`config.mk`:
```
export PLATFORM = sky130hd
export DESIGN_NAME = systolic_clk_rst_sequencer
export DESIGN_NICKNAME = d
export VERILOG_FILES = /design/src/rtl/systolic_clk_rst_sequencer.sv
export SDC_FILE = /design/constraint.sdc
export NUM_CORES = 1
export LEC_CHECK = 0
export BUFFER_PORTS_ARGS = -buffer_cell sky130_fd_sc_hd__buf_4
export CORE_MARGIN = 4
export CORE_UTILIZATION = 50
export CTS_CLUSTER_DIAMETER = 60
export CTS_CLUSTER_SIZE = 12
export DETAILED_ROUTE_END_ITERATION = 16
export GPL_TIMING_DRIVEN = 1
export PLACE_DENSITY_LB_ADDON = 0.3
export SETUP_SLACK_MARGIN = 0.3
export SYNTH_ARGS = -nofsm -noshare
export SYNTH_HDL_FRONTEND = slang
export SYNTH_SLANG_ARGS = --single-unit
```
`constraint.sdc`:
```
create_clock -name clk -period 4.06 [get_ports clk]
set_input_delay 0.203 -clock clk [delete_from_list [all_inputs] [get_ports clk]]
set_output_delay 0.203 -clock clk [all_outputs]
set_load 0.01 [all_outputs]
```
`src/rtl/systolic_clk_rst_sequencer.sv`:
```
// Power-up/power-down sequencer for the systolic array's per-row clock gates and resets.
// Staggers row clock enables and reset releases, and drains in-flight data before gating.
module systolic_clk_rst_sequencer #(
  parameter int unsigned NUM_ROWS        = 4,
  parameter int unsigned STAGGER_CYCLES  = 2,
  parameter int unsigned RST_HOLD_CYCLES = 8,
  parameter int unsigned DRAIN_CYCLES    = 4
) (
  input  logic                clk,
  input  logic                rst_n,
  input  logic                pwr_up_req,
  input  logic                pwr_dn_req,
  input  logic                busy_in,
  output logic [NUM_ROWS-1:0] row_clk_en,
  output logic [NUM_ROWS-1:0] row_rst_n,
  output logic                ready,
  output logic                up_done,
  output logic                dn_done,
  output logic [2:0]          state_o
);

  localparam int unsigned MaxSh  = (STAGGER_CYCLES > RST_HOLD_CYCLES) ? STAGGER_CYCLES
                                                                       : RST_HOLD_CYCLES;
  localparam int unsigned MaxCnt = (MaxSh > DRAIN_CYCLES) ? MaxSh : DRAIN_CYCLES;
  localparam int unsigned CntW   = $clog2(MaxCnt) + 1;

  localparam logic [CntW-1:0] StaggerLast = CntW'(STAGGER_CYCLES - 1);
  localparam logic [CntW-1:0] HoldLast    = CntW'(RST_HOLD_CYCLES - 1);
  localparam logic [CntW-1:0] DrainLast   = CntW'(DRAIN_CYCLES - 1);

  typedef enum logic [2:0] {
    StOff     = 3'd0,
    StClkOn   = 3'd1,
    StHold    = 3'd2,
    StRelease = 3'd3,
    StActive  = 3'd4,
    StDrain   = 3'd5,
    StGate    = 3'd6
  } state_e;

  state_e              state_q, state_d;
  logic [CntW-1:0]     cnt_q, cnt_d;
  logic [NUM_ROWS-1:0] row_clk_en_q, row_clk_en_d;
  logic [NUM_ROWS-1:0] row_rst_n_q, row_rst_n_d;
  logic                ready_q, ready_d;
  logic                up_done_q, up_done_d;
  logic                dn_done_q, dn_done_d;

  // Rows are enabled/released by shifting a 1 in from row 0, and gated by shifting the
  // enable vector down, so the highest row drops first.
  always_comb begin
    state_d      = state_q;
    cnt_d        = cnt_q;
    row_clk_en_d = row_clk_en_q;
    row_rst_n_d  = row_rst_n_q;
    ready_d      = ready_q;
    up_done_d    = 1'b0;
    dn_done_d    = 1'b0;

    case (state_q)
      StOff: begin
        ready_d = 1'b0;
        if (pwr_up_req) begin
          state_d      = StClkOn;
          cnt_d        = '0;
          row_clk_en_d = NUM_ROWS'(1);
        end
      end
      StClkOn: begin
        if (cnt_q == StaggerLast) begin
          cnt_d = '0;
          if (&row_clk_en_q) begin
            state_d = StHold;
          end else begin
            row_clk_en_d = NUM_ROWS'({row_clk_en_q, 1'b1});
          end
        end else begin
          cnt_d = cnt_q + 1'b1;
        end
      end
      StHold: begin
        if (cnt_q == HoldLast) begin
          state_d     = StRelease;
          cnt_d       = '0;
          row_rst_n_d = NUM_ROWS'(1);
        end else begin
          cnt_d = cnt_q + 1'b1;
        end
      end
      StRelease: begin
        if (cnt_q == StaggerLast) begin
          cnt_d = '0;
          if (&row_rst_n_q) begin
            state_d   = StActive;
            ready_d   = 1'b1;
            up_done_d = 1'b1;
          end else begin
            row_rst_n_d = NUM_ROWS'({row_rst_n_q, 1'b1});
          end
        end else begin
          cnt_d = cnt_q + 1'b1;
        end
      end
      StActive: begin
        if (pwr_dn_req) begin
          state_d = StDrain;
          cnt_d   = '0;
          ready_d = 1'b0;
        end
      end
      StDrain: begin
        // Any busy cycle restarts the idle run; no way back to ACTIVE from here.
        if (busy_in) begin
          cnt_d = '0;
        end else if (cnt_q == DrainLast) begin
          state_d     = StGate;
          cnt_d       = '0;
          row_rst_n_d = '0;
        end else begin
          cnt_d = cnt_q + 1'b1;
        end
      end
      StGate: begin
        if (cnt_q == StaggerLast) begin
          cnt_d        = '0;
          row_clk_en_d = row_clk_en_q >> 1;
          if (row_clk_en_q == NUM_ROWS'(1)) begin
            state_d   = StOff;
            dn_done_d = 1'b1;
          end
        end else begin
          cnt_d = cnt_q + 1'b1;
        end
      end
      default: begin
        state_d      = StOff;
        cnt_d        = '0;
        row_clk_en_d = '0;
        row_rst_n_d  = '0;
        ready_d      = 1'b0;
      end
    endcase
  end

  always_ff @(posedge clk or negedge rst_n) begin
    if (!rst_n) begin
      state_q      <= StOff;
      cnt_q        <= '0;
      row_clk_en_q <= '0;
      row_rst_n_q  <= '0;
      ready_q      <= 1'b0;
      up_done_q    <= 1'b0;
      dn_done_q    <= 1'b0;
    end else begin
      state_q      <= state_d;
      cnt_q        <= cnt_d;
      row_clk_en_q <= row_clk_en_d;
      row_rst_n_q  <= row_rst_n_d;
      ready_q      <= ready_d;
      up_done_q    <= up_done_d;
      dn_done_q    <= dn_done_d;
    end
  end

  assign row_clk_en = row_clk_en_q;
  assign row_rst_n  = row_rst_n_q;
  assign ready      = ready_q;
  assign up_done    = up_done_q;
  assign dn_done    = dn_done_q;
  assign state_o    = state_q;

endmodule

```
After elaboration in Yosys (flattened, before gate mapping)
Index checks and enable logic that the tools add are counted.

Register bits after elaboration: 18. Bits of input ports: 5. Bits in read-only memories: 0. Bits in latches: 0. Memories kept: 0. Memory bits (writable): 0. Output and inout port bits: 14.

Add/sub/neg operators: 1. Bitwise operators: 3. Multiply operators: 0. Shift-type cells: 0. Reductions and logical operators: 12. Order comparisons: 0. Divide/modulo/power cells: 0. Mux-type cells: 40. Eq/ne operators: 23.

Operators with widths (number): $mux 4 (15); $mux 3 (11); $pmux 4 s4 (2); $ne 2x2->1 const B (13); $pmux 3 s7 (1); $pmux 4 s5 (1); $reduce_and 4->1 (3); $reduce_or 4->1 (3); $reduce_and 11->1 (1); $eq 3x3->1 const B (3); $mux 1 (9); $eq 4x1->1 const B (2); $eq 3x2->1 const B (2); $reduce_and 6->1 (1); $reduce_and 5->1 (1); $add 4x1->4 const B (1); $eq 4x2->1 const B (1); $eq 4x3->1 const B (1); $eq 3x1->1 const B (1); $logic_not 3->1 (1); $not 1->1 (3); $pmux 1 s3 (1); $reduce_or 3->1 (1); $reduce_and 2->1 (1).

Depth between registers and ports, before layout
Depth in word-level cells: 4. Depth in mapped cells: 8.

Least setup slack after synthesis
OpenSTA, ideal clock, no wires.

Kind: register to register. Start: register cnt_q[1]. End: register row_rst_n_q[0], in the netlist row_rst_n[0]. Stages on the path, launching flop included: 9. Arrival: 1846 ps. Slack: 2089 ps. Library setup time: 125 ps. Path through: dfrtp_1 > inv_1 > ha_1 > or3b_4 > nand2_1 > a21oi_1 > or3_1 > buf_6 > mux2_4.

Cells in the longest elaborated chain, start to end: 3. Elaborated cells between the ends (all ways): 7.

Ends and longest elaborated chain: start, declared (RTL line 42) `logic [CntW-1:0] cnt_q, cnt_d;`; start signal, assigned (RTL line 156) `cnt_q <= cnt_d;`; $eq 4x2->1 (tied with other cells) (RTL line 115) `end else if (cnt_q == DrainLast) begin`; $ne 2x2->1 (no source line); $reduce_and 6->1 (no source line) (*); end signal, assigned (RTL line 158) `row_rst_n_q <= row_rst_n_d;`; end, declared (RTL line 44) `logic [NUM_ROWS-1:0] row_rst_n_q, row_rst_n_d;`.

Every way passes the cells marked *; elsewhere a longest branch is shown, timed or not. A chain may end at the register's enable or synchronous reset.

Final worst setup path
Start: register state_q[0], in the netlist state_o[0]. End: register state_q[0], in the netlist state_o[0].

Cells in the longest elaborated chain, start to end: 3. Elaborated cells between the ends (all ways): 20.

Ends and longest elaborated chain: start, declared (RTL line 41) `state_e state_q, state_d;`; start signal, assigned (RTL line 147) `state_q <= StOff;`; start signal, assigned (RTL line 155) `state_q <= state_d;`; $eq 3x3->1 (tied with other cells) (RTL line 60) `case (state_q)`; $ne 2x2->1 (no source line); $reduce_and 11->1 (no source line).

Several ways; a longest one is shown, not always the timed one.

==> results by group <==
Die
  • Die height: 56.14 microns
  • Die Area: 3151 sq um
  • Die X-Extent: 56.14 microns
  • Core region area: 2212 sq um
  • Row cnt: 17
  • Count of boundary I/O pins: 19
  • Starting utilization of the core area: 0.5238

Pwr
  • Total power density per cell area: 591.7 nW/um^2
  • Total design power: 780.4 uW
  • Worst vdd ir: 0.3803 mV
  • Cell leakage power: 0.0006063 uW

Timing
  • Count of endpoints failing setup in the final report: 0
  • Post-layout min period: 2160 ps
  • Final hold vios: 0
  • Final-report max-slew violation count: 0
  • Relative slew margins: 0.4955
  • Unrepaired setup endpoints after global routing: false
  • Setup TNS Final: 0 ps
  • Worst-case clock skew: 8.507 ps
  • Maximum frequency from static timing analysis: 462.9 MHz
  • Worst hold slack: 185.3 ps
  • Final period utilization: 0.5320
  • Measured slew at the worst slew-check pin: 750.0 ps

Setup path
  • Path depth of the worst reg2reg path: 5
  • Worst EP required: 4250 ps
  • Worst-path cell chain: nor2_1 -> a21boi_0 -> a21o_1 -> a211oi_1 -> a211o_1
  • Delay of the slowest critical-path stage: 660 ps
  • Crit path launch type: flip-flop
  • Cell with the biggest individual delay on the critical path: sky130_fd_sc_hd__a21boi_0
  • Number of buffer and inverter stages on the critical path: 0
  • Levels on crit path: 5
  • Top Family by Delay on Critical Path: compound AO/OA/AOI/OAI gates
  • Maximum fanout along the worst path: 23
  • Arrival time at the worst endpoint: 2350 ps
  • Endpoint kind of the worst setup timing path: flip-flop
  • Worst Setup Path Type: flip-flop to flip-flop

Clock network
  • Sinks on the clock net: 18
  • CTS tree: built
  • Number of buffers created by CTS: 3
  • Latest clock arrival within the worst-skew pair: 300 ps
  • Clock root buffer master: sky130_fd_sc_hd__clkbuf_4
  • Htree depth: 1
  • # resized after CTS: 0
  • Clock Tree Buf Depth: 2
  • Clock slew at the register clock pins of the worst setup and hold paths: 110 ps

Yosys
  • Ys async rst share: 1.000
  • Synthesized flop and latch total: 18
  • Post-synthesis instance area: 1159 sq um
  • Nets in the synthesized netlist: 135
  • Post-Synthesis Mean Instance Area: 9.052 sq um
  • Number of distinct library cells after synthesis: 48
  • Syn Inst Count: 128
  • Yosys warnings: 0
  • Number of synthesized flops with an enable pin: 0
  • Proportion of synthesized chip area in sequential cells: 0.3888
  • Main synth FF type: sky130_fd_sc_hd__dfrtp_1

Flow run
  • Maximum Capacitance Violations: 0

Placement
  • Final weighted congestion of routability-driven global placement: 0.8359
  • HPWL reported at the end of detailed placement: 1770 microns
  • Count of buffers from port buffering: 18
  • Post-placement cell count: 167

GRT
  • Global-route wire length before repair: 4091 microns
  • Overall Global Routing Usage: 0.1595
  • Overall overflow remaining after global route: 0
  • Number of antenna violations at the first check in global routing: 0
  • Maximum number of pins on one net before global-route repair: 24
  • Number of global-route vias before repair: 931

Worst hold path
  • Count of cells along the worst hold path: 3
  • Type of the most critical hold path: input pin to flip-flop

Final layout
  • Antenna cell count: 0
  • Count of non-filler cells in the finished layout: 172
  • Post-synthesis to final-layout area growth: 13.82%
  • Filler cells: 201
  • Commonest cells after routing, fill and taps aside: sky130_fd_sc_hd__dfrtp_1 (18), sky130_fd_sc_hd__buf_4 (18), sky130_fd_sc_hd__nor2_1 (12)
  • Final-stage net count: 152
  • Ratio of cells with drive above 1 in the final layout: 0.2083

Route
  • Initial DRC count: 26
  • Avg Vias per Cell: 5.953
  • Length of the first detailed-routing pass in iterations: 4
  • Antenna viol nets, final: 0
  • Vias: 1024
  • Sum of routed wire length over all layers: 2395 microns
  • Average wire per cell in the routed design: 13.92 microns
  • Post-detailed-route DRC marker count: 0

Status
  • Status: finished clean
==> final timing paths <==
kind | to | slack, ps | startpoint
min reg2reg | cnt_q[1]$_DFFE_PN0P_ | 540 | cnt_q[1]$_DFFE_PN0P_
max | state_o[0]$_DFFE_PN0P_ | 1900 | state_o[0]$_DFFE_PN0P_
min | ready$_DFFE_PN0P_ | 190 | pwr_dn_req
max reg2reg | state_o[0]$_DFFE_PN0P_ | 1900 | state_o[0]$_DFFE_PN0P_
min in group asynchronous | up_done$_DFF_PN0_ | 290 | rst_n
max in group asynchronous | row_rst_n[3]$_DFFE_PN0P_ | 3560 | rst_n
==> metal layers <==
metal  global-route usage  vias up  share of wire
li1                     -      499              -
met3              0.03712        2          0.043
met1               0.1945      498           0.43
met5                    0        -              0
met2               0.2855       25           0.52
met4              0.03051        0         0.0058
==> worst register-to-register path: stages (launching register included) <==
cell and delay, ps:
sky130_fd_sc_hd__dfrtp_1 620, sky130_fd_sc_hd__nor2_1 320, sky130_fd_sc_hd__a21boi_0 660, sky130_fd_sc_hd__a21o_1 190, sky130_fd_sc_hd__a211oi_1 60, sky130_fd_sc_hd__a211o_1 220
==> cell usage after synthesis, types with 3 or more instances <==
| library cell | number | share of area |
|---|---|---|
| sky130_fd_sc_hd__or3_1 | 3 | 0.016 |
| sky130_fd_sc_hd__o21ai_0 | 5 | 0.022 |
| sky130_fd_sc_hd__nand2_1 | 10 | 0.032 |
| sky130_fd_sc_hd__nand2b_1 | 3 | 0.016 |
| sky130_fd_sc_hd__a21oi_1 | 7 | 0.030 |
| sky130_fd_sc_hd__inv_1 | 8 | 0.026 |
| sky130_fd_sc_hd__mux2i_1 | 3 | 0.026 |
| sky130_fd_sc_hd__nand3b_1 | 3 | 0.019 |
| sky130_fd_sc_hd__nor3b_1 | 4 | 0.026 |
| sky130_fd_sc_hd__nor2_1 | 12 | 0.039 |
| sky130_fd_sc_hd__nor3_1 | 4 | 0.017 |
| sky130_fd_sc_hd__dfrtp_1 | 18 | 0.39 |
==> power breakdown <==
part           switching [uW]  internal [uW]  leakage (uW)
combinational             189            183      0.000353
clock                    58.6           54.6     0.0000210
sequential               75.9            219      0.000232
total                     324            457      0.000606
==> logic make-up (layout without fill, tap and decap cells) <==
kind of cell,count (synthesis),after routing,share of synthesized area
and+or+nand+nor,53,53,0.2570
AOI/OAI and AO/OA,36,36,0.2192
DFF,18,18,0.3888
buffers and inverters,15,31,0.07450
muxes,4,4,0.03887
adders and majority gates,2,2,0.02159
==> per-stage QoR <==
| step | setup slack (ps) | cell area, sq um | util |
|---|---|---|---|
| 2_1_floorplan | 2089 | 1159 | - |
| 6_report | 1900 | 1319 | 0.5962 |
| 5_1_grt | 1651 | 1319 | 0.5962 |
| 3_3_place_gp | 1977 | 1272 | 0.5752 |
| 4_1_cts | 1930 | 1319 | 0.5962 |
| 3_5_place_dp | 1960 | 1272 | 0.5752 |
==> what timing repair did <==
action                                  4_1_cts  5_1_grt
hold buffers                                  1        0
buffers inserted                              0        0
hold endpoints to repair                     18        0
endpoints found under the setup margin        0        0
==> final cells by class <==
class	count	area (sq um)	area share
well taps	28	35.03	0.02657
clock buffers	4	36.28	0.02751
flip-flops and latches	18	450.4	0.3416
multi-input cells	95	621.8	0.4715
repair buffers	19	145.1	0.1101
inverters	8	30.03	0.02277
==> state kept, by name, indices dropped and copies added, names as in the netlist <==
register    flops
state_o         3
row_clk_en      4
ready           1
dn_done         1
cnt_q           4
row_rst_n       4
up_done         1
Power figures use the tool's default switching activity.
